--- config.mk ---
export PLATFORM = sky130hd
export DESIGN_NAME = word_scrambler_flat
export DESIGN_NICKNAME = d
export VERILOG_FILES = /design/src/rtl/word_scrambler_if.sv /design/src/rtl/word_scrambler.sv /design/src/flat_wrapper.sv
export SDC_FILE = /design/constraint.sdc
export NUM_CORES = 1
export LEC_CHECK = 0
export CORE_MARGIN = 8
export CORE_UTILIZATION = 34
export CTS_BUF_LIST = sky130_fd_sc_hd__clkbuf_16
export DETAILED_ROUTE_END_ITERATION = 8
export PLACE_DENSITY_LB_ADDON = 0.25
export SLEW_MARGIN = 20
export SYNTH_ARGS = -nofsm -noshare
export SYNTH_HDL_FRONTEND = slang
export SYNTH_SLANG_ARGS = --single-unit
--- constraint.sdc ---
create_clock -name clk -period 3.77 [get_ports clk]
set_input_delay 0.377 -clock clk [delete_from_list [all_inputs] [get_ports clk]]
set_output_delay 0.377 -clock clk [all_outputs]
set_load 0.1 [all_outputs]
--- src/rtl/word_scrambler_if.sv ---
// Controller-side bundle for the word scrambler: word load, scramble/flip requests
// and the working-word / status feedback.
interface word_scrambler_if #(
    parameter int unsigned MaxLen = 8,
    parameter int unsigned Lw     = 5
);
    logic [1:0]                lett_num;
    logic [MaxLen*Lw-1:0]      word_in;
    logic                      scram_pls;
    logic                      flip_pls;
    logic [$clog2(MaxLen)-1:0] ind_in1;
    logic [$clog2(MaxLen)-1:0] ind_in2;
    logic                      is_correct;
    logic                      busy;
    logic [MaxLen*Lw-1:0]      word_out;
    logic [6:0]                swap_count;

    modport master (
        output lett_num, word_in, scram_pls, flip_pls, ind_in1, ind_in2,
        input  is_correct, busy, word_out, swap_count
    );

    modport slave (
        input  lett_num, word_in, scram_pls, flip_pls, ind_in1, ind_in2,
        output is_correct, busy, word_out, swap_count
    );
endinterface

--- src/rtl/word_scrambler.sv ---
// Letter-buffer datapath: loads a target word, scrambles it with a free-running LFSR,
// applies player swaps and pulses is_correct when the working word matches the target.
module word_scrambler #(
    parameter int unsigned MaxLen     = 8,
    parameter int unsigned Lw         = 5,
    parameter int unsigned ScramSwaps = 16,
    parameter logic [7:0]  LfsrSeed   = 8'hA5
) (
    input logic             clk,
    input logic             rst,
    word_scrambler_if.slave bus
);
    localparam int unsigned IdxW = $clog2(MaxLen);
    localparam int unsigned CntW = (ScramSwaps > 1) ? $clog2(ScramSwaps) : 1;

    typedef logic [Lw-1:0] letter_t;

    typedef enum logic [2:0] {
        StIdle,
        StScramble,
        StFixup,
        StPlay,
        StCompare,
        StSolved
    } state_t;

    state_t          state_q, state_d;
    logic [7:0]      lfsr_q, lfsr_d;
    letter_t         work_q   [MaxLen];
    letter_t         work_d   [MaxLen];
    letter_t         target_q [MaxLen];
    letter_t         target_d [MaxLen];
    logic [IdxW-1:0] len_q, len_d;
    logic [CntW-1:0] cnt_q, cnt_d;
    logic [6:0]      swap_cnt_q, swap_cnt_d;
    logic            busy_q, busy_d;
    logic            is_correct_q, is_correct_d;

    logic [IdxW-1:0] len_new;
    logic [IdxW-1:0] raw_i, raw_j, scr_i, scr_j;
    logic            match;
    logic            flip_ok;
    logic            accept_scram;
    logic            lfsr_fb;
    logic [MaxLen*Lw-1:0] word_out_flat;

    // x^8+x^6+x^5+x^4+1, shifting toward the MSB
    assign lfsr_fb = lfsr_q[7] ^ lfsr_q[5] ^ lfsr_q[4] ^ lfsr_q[3];
    assign lfsr_d  = (lfsr_q == 8'h00) ? LfsrSeed : {lfsr_q[6:0], lfsr_fb};

    assign len_new = IdxW'(bus.lett_num) + IdxW'(4);

    // A single conditional subtract suffices because len >= MaxLen/2
    assign raw_i = lfsr_q[IdxW-1:0];
    assign raw_j = lfsr_q[2*IdxW-1:IdxW];
    assign scr_i = (raw_i >= len_q) ? raw_i - len_q : raw_i;
    assign scr_j = (raw_j >= len_q) ? raw_j - len_q : raw_j;

    assign flip_ok = (bus.ind_in1 < len_q) && (bus.ind_in2 < len_q) &&
                     (bus.ind_in1 != bus.ind_in2);

    assign accept_scram = bus.scram_pls &&
                          (state_q == StIdle || state_q == StPlay || state_q == StSolved);

    always_comb begin
        match = 1'b1;
        for (int unsigned k = 0; k < MaxLen; k++) begin
            if (work_q[k] != target_q[k]) match = 1'b0;
        end
    end

    always_comb begin
        state_d      = state_q;
        work_d       = work_q;
        target_d     = target_q;
        len_d        = len_q;
        cnt_d        = cnt_q;
        swap_cnt_d   = swap_cnt_q;
        busy_d       = busy_q;
        is_correct_d = 1'b0;

        if (accept_scram) begin
            len_d = len_new;
            for (int unsigned k = 0; k < MaxLen; k++) begin
                target_d[k] = (IdxW'(k) < len_new) ? bus.word_in[k*Lw +: Lw] : '0;
                work_d[k]   = (IdxW'(k) < len_new) ? bus.word_in[k*Lw +: Lw] : '0;
            end
            swap_cnt_d = '0;
            cnt_d      = '0;
            busy_d     = 1'b1;
            state_d    = StScramble;
        end else begin
            case (state_q)
                StScramble: begin
                    work_d[scr_i] = work_q[scr_j];
                    work_d[scr_j] = work_q[scr_i];
                    cnt_d         = cnt_q + CntW'(1);
                    if (cnt_q == CntW'(ScramSwaps - 1)) state_d = StFixup;
                end
                StFixup: begin
                    // Never hand the player an already-solved word
                    if (match) begin
                        for (int unsigned k = 0; k < MaxLen - 1; k++) begin
                            if (IdxW'(k) < len_q - IdxW'(1)) work_d[k] = work_q[k+1];
                        end
                        work_d[len_q - IdxW'(1)] = work_q[0];
                    end
                    busy_d  = 1'b0;
                    state_d = StPlay;
                end
                StPlay: begin
                    if (bus.flip_pls && flip_ok) begin
                        work_d[bus.ind_in1] = work_q[bus.ind_in2];
                        work_d[bus.ind_in2] = work_q[bus.ind_in1];
                        swap_cnt_d = (swap_cnt_q == 7'h7f) ? swap_cnt_q : swap_cnt_q + 7'd1;
                        state_d    = StCompare;
                    end
                end
                StCompare: begin
                    if (match) begin
                        is_correct_d = 1'b1;
                        state_d      = StSolved;
                    end else begin
                        state_d = StPlay;
                    end
                end
                StIdle, StSolved: begin
                end
                default: state_d = StIdle;
            endcase
        end
    end

    always_ff @(posedge clk) begin
        if (!rst) begin
            state_q      <= StIdle;
            lfsr_q       <= LfsrSeed;
            len_q        <= '0;
            cnt_q        <= '0;
            swap_cnt_q   <= '0;
            busy_q       <= 1'b0;
            is_correct_q <= 1'b0;
            for (int unsigned k = 0; k < MaxLen; k++) begin
                work_q[k]   <= '0;
                target_q[k] <= '0;
            end
        end else begin
            state_q      <= state_d;
            lfsr_q       <= lfsr_d;
            len_q        <= len_d;
            cnt_q        <= cnt_d;
            swap_cnt_q   <= swap_cnt_d;
            busy_q       <= busy_d;
            is_correct_q <= is_correct_d;
            for (int unsigned k = 0; k < MaxLen; k++) begin
                work_q[k]   <= work_d[k];
                target_q[k] <= target_d[k];
            end
        end
    end

    always_comb begin
        word_out_flat = '0;
        for (int unsigned k = 0; k < MaxLen; k++) begin
            word_out_flat[k*Lw +: Lw] = work_q[k];
        end
    end

    assign bus.word_out   = word_out_flat;
    assign bus.busy       = busy_q;
    assign bus.is_correct = is_correct_q;
    assign bus.swap_count = swap_cnt_q;
endmodule

--- src/flat_wrapper.sv ---
// flat-port wrapper written by rule: the top's interface ports become plain ports
module word_scrambler_flat 
#(
    parameter int unsigned MaxLen     = 8,
    parameter int unsigned Lw         = 5,
    parameter int unsigned ScramSwaps = 16,
    parameter logic [7:0]  LfsrSeed   = 8'hA5
)
  (clk, rst, bus_lett_num, bus_word_in, bus_scram_pls, bus_flip_pls, bus_ind_in1, bus_ind_in2, bus_is_correct, bus_busy, bus_word_out, bus_swap_count);
  word_scrambler_if #(.MaxLen(MaxLen), .Lw(Lw)) bus_i ();
  input logic clk;
  input logic rst;
  input wire logic [$bits(bus_i.lett_num)-1:0] bus_lett_num;
  input wire logic [$bits(bus_i.word_in)-1:0] bus_word_in;
  input wire logic [$bits(bus_i.scram_pls)-1:0] bus_scram_pls;
  input wire logic [$bits(bus_i.flip_pls)-1:0] bus_flip_pls;
  input wire logic [$bits(bus_i.ind_in1)-1:0] bus_ind_in1;
  input wire logic [$bits(bus_i.ind_in2)-1:0] bus_ind_in2;
  output wire logic [$bits(bus_i.is_correct)-1:0] bus_is_correct;
  output wire logic [$bits(bus_i.busy)-1:0] bus_busy;
  output wire logic [$bits(bus_i.word_out)-1:0] bus_word_out;
  output wire logic [$bits(bus_i.swap_count)-1:0] bus_swap_count;
  assign bus_i.lett_num = bus_lett_num;
  assign bus_i.word_in = bus_word_in;
  assign bus_i.scram_pls = bus_scram_pls;
  assign bus_i.flip_pls = bus_flip_pls;
  assign bus_i.ind_in1 = bus_ind_in1;
  assign bus_i.ind_in2 = bus_ind_in2;
  assign bus_is_correct = bus_i.is_correct;
  assign bus_busy = bus_i.busy;
  assign bus_word_out = bus_i.word_out;
  assign bus_swap_count = bus_i.swap_count;
  word_scrambler #(.MaxLen(MaxLen), .Lw(Lw), .ScramSwaps(ScramSwaps), .LfsrSeed(LfsrSeed)) u_core (.clk(clk), .rst(rst), .bus(bus_i));
endmodule
==> run summary <==
status = complete, no violations
synthesis-stage register bit count = 102
slew margin rel. = 32.9%
Ant. Diodes = 0
pwr/cell area = 517 nW/µm²
Multi-input gate area = 6580 µm²
sequential area share after synthesis = 22.2%
Leakage = 4.14 nW
total CTS buffers = 9
Worst Setup SP = u_core.len_q[0]$_SDFFE_PN0P_
Synth Flop Type = dfxtp_1
die width = 181 µm
hold path start = rst
DRT iter0 DRCs = 1427
CTS Hold Bufs = 0
floorplan core area = 26800 µm²
Area Overhead vs Synth = 21.4%
Setup Viol. Count Final = 0
Die Y = 181 µm
full die area = 32600 µm²
max_cap viols = 0
switching pwr = 3.09 mW
post-synth top area cell = dfxtp_1
top cells by area, synth = dfxtp_1 22%, nand2_1 8.2%, a21oi_1 5.5%, nor2_1 5.2%, xor2_1 4.7%
number of global-route vias before repair = 10500
setup_tns = 0 ns
std cell rows = 60
share of cells above drive strength 1 = 13.6%
final cycle utilization of the critical path = 94.3%
synth cell count leaders = 200 x nand2_1, 128 x nor2_1, 102 x a21oi_1, 102 x dfxtp_1, 84 x o21ai_0
Remaining Overflow, GRT = 0
dpl cell area = 10900 µm²
drt first pass iters = 8
hold crit path type = input pin to register
hold_ws = 0.407 ns
Final Max Slew Viols = 0
most frequent cell after synthesis = nand2_1
Slew @ Worst Pin = 1.00 ns
GRT Util Overall = 27.2%
pre-CTS setup slack = 0.112 ns
cell area after synthesis = 9210 µm²
r2r startpoint = u_core.len_q[0]$_SDFFE_PN0P_
largest net degree at the start of global routing = 72
top cell type's share of synthesized area = 22.2%
DRT antenna net count = 0
CTS Buffer Depth = 2
Cells after Synth = 1286
Fillers = 2760
via count = 11000
Yosys warning total = 0
Post-CTS Setup Repair Bufs = 0
wire length per cell = 26.6 µm
CP Data Arrival Time = 3.78 ns
Reg area = 2040 µm²
Net Sw Frac = 53.5%
Cell variety after synth = 76
first-pass GRT wire length = 67400 µm
worst-path fanout max = 8
count of port buffers added during placement = 95
DR DRC count = 0
Clock power frac = 17.8%
CP Data Required Time = 3.99 ns
clk sinks = 102
Worst-path clk slew = 0.09 ns
worst-path cell chain = ha_1 -> inv_1 -> fa_1 -> xor2_1 -> nand3_1 -> o21ai_1 -> nand3_1 -> and3_1 -> a32oi_1 -> a31oi_1
Root Buffer = clkbuf_16
R2R cell count = 10
worst IR drop on VDD = 246 µV
Avg Cell Area, Syn = 7.16 µm²
CTS tree = yes
fmax = 281 MHz
Tmin final = 3.56 ns
WL final = 45700 µm
Top Ports = 101
asr flop ratio synth = 0%
H-tree Lvls = 3
Power Internal = 2.69 mW
CP Launch Type = register
Gate power share = 59.3%
most used cell, CP = nand3_1
dpl hpwl = 32600 µm
RSZ-0062 raised after global routing = false
DR vias/cell = 6.38
worst reg2reg setup slack = 0.21 ns
number of enable flip-flop cells after synthesis = 0
Post-Syn Nets = 1353
initial antenna violation count = 1
critical setup path kind = register to register
Starting Density = 34.4%
fin cells = 1720
post-cts gate resize count = 0
hold depth = 2
sequential share of power = 22.9%
number of cells after detailed placement = 1704
endpoint type of the worst setup path = register
Design Area, Final = 11200 µm²
CP max-delay cell = dfxtp_1
Largest stage delay, worst path = 0.61 ns
Routability Congestion = 1.02
final worst setup slack = 0.214 ns
Skew-Pair Late Insertion Delay = 0.37 ns
Layout Skew = 0.0106 ns
Final Hold Fails = 0
nets@finish = 1441
[cell usage in the layout (no fill, tap or decap), types with 24 or more instances in the layout]
cell type	count
nand2_1	199
nor2_1	128
buf_4	104
a21oi_1	102
dfxtp_1	102
clkdlybuf4s50_1	91
o21ai_0	84
xor2_1	49
a21boi_0	38
mux2i_1	35
nand3_1	32
a31oi_1	25
a221oi_1	24
[area by class of cell]
class | instances | area share, %
sequential | 102 | 18.3
timing repair buffer | 198 | 15.5
multi-input combinational | 1044 | 58.9
tap | 341 | 3.82
inverter | 19 | 0.638
clock buffer | 9 | 2.02
clock inverter | 7 | 0.862
[logic make-up (layout without fill, tap and decap cells)]
family | after synthesis | in the layout | share of synthesized area (%)
multiplexers | 57 | 57 | 7.62
AO/OA/AOI/OAI | 436 | 436 | 32.8
flip-flops | 102 | 102 | 22.2
XOR/XNOR | 55 | 55 | 5.23
buffers and inverters | 140 | 233 | 6.50
AND/OR/NAND/NOR | 481 | 481 | 23.4
adder cells (fa/ha/maj) | 15 | 15 | 2.20
[path summary, 6_finish.rpt]
check                                         endpoint
setup / recovery  u_core.bus.word_out[31]$_SDFFE_PN0P_
hold / removal             u_core.lfsr_q[0]$_SDFF_PP1_
setup reg to reg  u_core.bus.word_out[31]$_SDFFE_PN0P_
hold reg to reg            u_core.lfsr_q[7]$_SDFF_PP1_
[per-stage QoR]
step	util, %	power (mW)
floorplan	-	3.37
global placement	40.5	4.61
detailed placement	40.5	4.63
CTS	41.7	5.66
global route	41.7	5.96
finish	41.7	5.78
[power groups by stage]
stage | logic, mW | clock network [mW] | registers, mW
3_5_place_dp | 3.28 | 0 | 1.34
3_3_place_gp | 3.27 | 0 | 1.34
2_1_floorplan | 1.55 | 0 | 1.82
5_1_grt | 3.55 | 1.08 | 1.33
4_1_cts | 3.29 | 1.04 | 1.32
6_report | 3.43 | 1.03 | 1.32
[critical path, delay by kind of cell, from the launching register on]
family / cells / cell delay, ns
xor gates and xnor gates: 1 / 0.25
adders and majority gates: 2 / 0.66
and+or+nand+nor: 3 / 0.80
buffers and inverters: 1 / 0.05
AOI/OAI and AO/OA: 3 / 1.03
DFF: 1 / 0.61
[metal layers]
metal  global-route usage (%)  up-vias  share of wire [%]
li1                         -     4865                  -
met1                     33.5     5171                 39
met2                     40.1      720                 41
met3                     9.66      218                 13
met4                     16.1        0                7.0
met5                        0        -                  0
[state kept, by name, indices dropped and copies added (netlist names)]
| register | count |
|---|---|
| u_core.bus.busy | 1 |
| u_core.cnt_q | 4 |
| u_core.len_q | 3 |
| u_core.state_q | 3 |
| u_core.bus.swap_count | 7 |
| u_core.bus.word_out | 40 |
| u_core.lfsr_q | 8 |
| u_core.bus.is_correct | 1 |
| u_core.target_q | 35 |
(Power assumes the default switching activity.)
